$ cat config.mk
export PLATFORM = sky130hd
export DESIGN_NAME = adder_rf_datapath
export DESIGN_NICKNAME = d
export VERILOG_FILES = /design/src/rtl/adder_rf_datapath.sv
export SDC_FILE = /design/constraint.sdc
export NUM_CORES = 1
export LEC_CHECK = 0
export CORE_MARGIN = 8
export CORE_UTILIZATION = 55
export DETAILED_ROUTE_END_ITERATION = 10
export DONT_BUFFER_PORTS = 1
export GPL_ROUTABILITY_DRIVEN = 0
export PLACE_DENSITY = 0.75
export SLEW_MARGIN = 10
export SYNTH_ARGS = -nofsm -noshare
export SYNTH_HDL_FRONTEND = slang
export SYNTH_SLANG_ARGS = --single-unit
$ cat constraint.sdc
create_clock -name clk -period 5.3 [get_ports clk]
set_input_delay 1.59 -clock clk [delete_from_list [all_inputs] [get_ports clk]]
set_output_delay 1.59 -clock clk [all_outputs]
set_load 0.05 [all_outputs]
$ cat src/rtl/adder_rf_datapath.sv
// adder_rf_datapath: register-file datapath for the cumulative 1-to-N adder
module adder_rf_datapath #(
  parameter int DATA_W    = 8,
  parameter int LIMIT     = 10,
  parameter int CONST_VAL = 1
) (
  input  logic              clk,
  input  logic              rst,
  input  logic              RFSrcMuxSel,
  input  logic [2:0]        readAddr1,
  input  logic [2:0]        readAddr2,
  input  logic [2:0]        writeAddr,
  input  logic              writeEn,
  input  logic              outBuf,
  output logic              iLe10,
  output logic [DATA_W-1:0] outPort,
  output logic              ovf
);
  logic [7:1][DATA_W-1:0] rf_q, rf_d;
  logic [DATA_W-1:0]      a, b, wdata, out_q, out_d;
  logic [DATA_W:0]        sum;
  logic                   wr, ovf_q, ovf_d;
  // Operand reads, adder, source mux and next-state; R0 is not stored and always reads zero
  always_comb begin
    a     = (readAddr1 == 3'd0) ? '0 : rf_q[readAddr1];
    b     = (readAddr2 == 3'd0) ? '0 : rf_q[readAddr2];
    sum   = {1'b0, a} + {1'b0, b};
    wdata = RFSrcMuxSel ? sum[DATA_W-1:0] : DATA_W'(CONST_VAL);
    wr    = writeEn && (writeAddr != 3'd0);
    for (int i = 1; i < 8; i++)
      rf_d[i] = (wr && writeAddr == 3'(i)) ? wdata : rf_q[i];
    out_d = outBuf ? sum[DATA_W-1:0] : out_q;
    ovf_d = ovf_q | (wr & RFSrcMuxSel & sum[DATA_W]);
  end
  // State update; the output register samples the pre-edge sum, so no write bypass exists
  always_ff @(posedge clk or posedge rst) begin
    if (rst) begin
      rf_q  <= '0;
      out_q <= '0;
      ovf_q <= 1'b0;
    end else begin
      rf_q  <= rf_d;
      out_q <= out_d;
      ovf_q <= ovf_d;
    end
  end
  assign iLe10   = rf_q[1] <= DATA_W'(LIMIT);
  assign outPort = out_q;
  assign ovf     = ovf_q;
endmodule

==> impl_metrics.tcl <==
set metrics [dict create \
    synth_area_leader_cell "dfrtp_1" \
    cp-start-kind "primary input" \
    share_comb_of_total_power 0.326 \
    cts.repair.resized 0 \
    critical_path_class "primary input to register" \
    drv_slew 0 \
    worstHoldPathType "register to register" \
    wl_met1_um 3747 \
    fin_skew_ns 0.004592 \
    netlist_area_um2 3752 \
    cp.arrival_ns 4.11 \
    power.net_switching_w 0.0008444 \
    worstPathMaxFanout 17 \
    placed_area_um2 3751 \
    period_share 0.7370 \
    yosysSeqAreaShare 0.4335 \
    post_drt_wl_per_cell_um 20.26 \
    synthAdderAreaFrac 0.03201 \
    met2WireLength_um 4327 \
    switching_share 0.3905 \
    synth-seq-cells 65 \
    core_um2 6681 \
    wl_met3_um 724 \
    synthSimpleGateAreaFrac 0.1217 \
    fin_setup_tns_ns 0 \
    internal_power_w 0.001318 \
    numPortBuffers 0 \
    num-nets-final 384 \
    n_antenna_cell 0 \
    drt-total-wl_um 9038 \
    dr.pass1.iters 5 \
    finalPower_w 0.002163 \
    p_clk_frac 0.237 \
    synth.avg_cell_area_um2 10.06 \
    clk_pin_slew_worst_paths_ns 0.07 \
    cts_made_buffers 9 \
    synth_fp_nets 396 \
    worstMarginPinSlew_ns 1.053 \
    synth_top_family_by_area "compound AO/OA/AOI/OAI gates" \
    fill_cells 561 \
    syn_inst 373 \
    synth.distinct_cells 48 \
    postLayoutCellArea_um2 3995 \
    grt_pass1_vias 2778 \
    finalHoldViolations 0 \
    peakVddDrop_mv 0.1667 \
    synth_common_cells "nand2_1 (67), dfrtp_1 (65), o21ai_0 (36), mux2_2 (21), o21ai_1 (20)" \
    dp_hpwl_um 6605 \
    setup_viol 0 \
    cts_root_buf "clkbuf_8" \
    clock_path_buffers 2 \
    synth_edf_count 0 \
    drc 0 \
    worst_hold_slack_ns 0.5096 \
    drtIter0Drc 231 \
    rows 30 \
    synth_flop_cell "dfrtp_1" \
    synth_compound_gate_area_share 0.1921 \
    clkLatencyLatePin_ns 0.35 \
    tritoncts "built" \
    power_density_nw_per_um2 541.3 \
    dr.max_layer_used "met4" \
    rsz0062_at_grt "false" \
    cp-end-kind "register" \
    start_util 0.5616 \
    synthArstFlopShare 1.000 \
    fmaxAchievable_ghz 0.2560 \
    dieArea_um2 9722 \
    vias 2896 \
    grt_pass1_wl_um 14830 \
    multi_input_comb_area_um2 1949 \
    synth_top_area_frac 0.4335 \
    io_pins 24 \
    area_delta_synth_final_pct 6.469 \
    cts_sinks 65 \
    drv_cap 0 \
    antenna_found_initial 0 \
    seqPwrFrac 0.438 \
    holdBufCountCts 0 \
    grt_max_degree 66 \
    ant_nets 0 \
    yosysMostFrequentCell "nand2_1" \
    synth_xor_area_frac 0.009003 \
    fp.dieW_um 98.60 \
    maxSlewHeadroom 0.3003 \
    leakage_nw 1.708 \
    layout_min_cycle_time_ns 3.906 \
    status "completed" \
    netlist_top_cells_area "dfrtp_1 (43%), mux4_2 (9.6%), nand2_1 (6.7%), mux2_2 (6.3%), o21ai_0 (4.8%)" \
    grt_usage 0.1970 \
    synth.area.mux_share 0.1647 \
    drive_gt1_frac 0.1694 \
    h-tree-depth 3 \
    gr-total-overflow 0 \
    ys_warn_count 0 \
    postCtsSetupBuffers 0 \
    viasPerCell 6.493 \
    cp.required_ns 5.51 \
    die_y_um 98.60 \
    ff_latch_area_um2 1627 \
]
-- routing by layer --
metal,GRT usage,vias up
met5,0.005464,-
met4,0.08973,0
met3,0.06836,21
met2,0.3087,112
met1,0.2386,1429
li1,-,1334
-- power by group through the flow --
stage	clock network (W)	registers (W)	logic (W)
finish	0.000512	0.000946	0.000704
global route	0.000540	0.000967	0.000779
CTS	0.000521	0.000943	0.000701
detailed placement	0	0.000951	0.000698
global placement	0	0.000936	0.000677
floorplan	0	0.000886	0.000587
-- area by class of cell --
cell class | count | share of cell area
sequential | 65 | 0.4071
clock buffer | 11 | 0.03539
clock inverter | 5 | 0.02568
tap | 80 | 0.02505
timing repair buffer | 1 | 0.001879
inverter | 18 | 0.01691
multi-input combinational | 266 | 0.4879
-- state kept, by name (all words and copies together), names as in the netlist --
signal   count
rf_q        56
ovf          1
outPort      8
-- layout by cell type, fill, tap and decap left out, types with 2 or more instances in the layout --
cell type  netlist  final
dfrtp_1         65     65
nand3b_1         2      2
ha_1             8      8
o21ai_0         36     36
a21oi_1         17     17
o211ai_1         2      2
nand2_1         67     67
clkbuf_8         0     10
a22o_1           2      2
a21o_1           2      2
o31ai_1          8      8
nand2b_1         2      2
a221oi_1        12     12
o21ai_1         20     20
nor2_1           8      8
mux2_2          21     21
a22oi_1          2      2
o21a_1           3      3
inv_1           17     16
nor2b_1          8      8
mux4_2          16     16
xnor2_1          2      2
nor3_1           2      2
bufinv_16        0      3
inv_2            1      2
nand3_1          5      5
-- critical path: stages --
cell and delay (ns):
nor2b_1 0.44, a221oi_1 0.18, a21oi_1 0.15, ha_1 0.23, inv_1 0.07, fa_1 0.40, nor2b_1 0.16, o31a_1 0.23
nor4_1 0.08, a311oi_2 0.44, o21ai_1 0.15
-- worst paths after layout --
path / to / cells after the start / slack (ns) / from
hold reg to reg: rf_q[19] / 2 / 0.51 / rf_q[19]
setup reg to reg: rf_q[37] / 8 / 2.39 / rf_q[4]
min in group asynchronous: rf_q[37] / 2 / 1.37 / rst
setup / recovery: rf_q[46] / 11 / 1.39 / readAddr1[1]
max in group asynchronous: outPort[0] / 2 / 3.42 / rst
hold / removal: rf_q[19] / 2 / 0.51 / rf_q[19]
-- through the flow --
step	cells	utilization	worst slack, ns
after global placement	430	0.5614	1.181
after CTS	446	0.5979	1.458
final	446	0.5979	1.394
after floorplan	373	-	1.181
after global routing	446	0.5979	1.203
after detailed placement	430	0.5614	1.071
-- cell families (layout without fill, tap and decap cells) --
family	Yosys count	after routing
buffers and inverters	42	35
adder cells (fa/ha/maj)	9	9
AO/OA/AOI/OAI	113	113
flip-flops	65	65
multiplexers	39	39
XOR/XNOR	3	3
AND/OR/NAND/NOR	102	102
No activity file was read; power rests on OpenSTA's default activity.
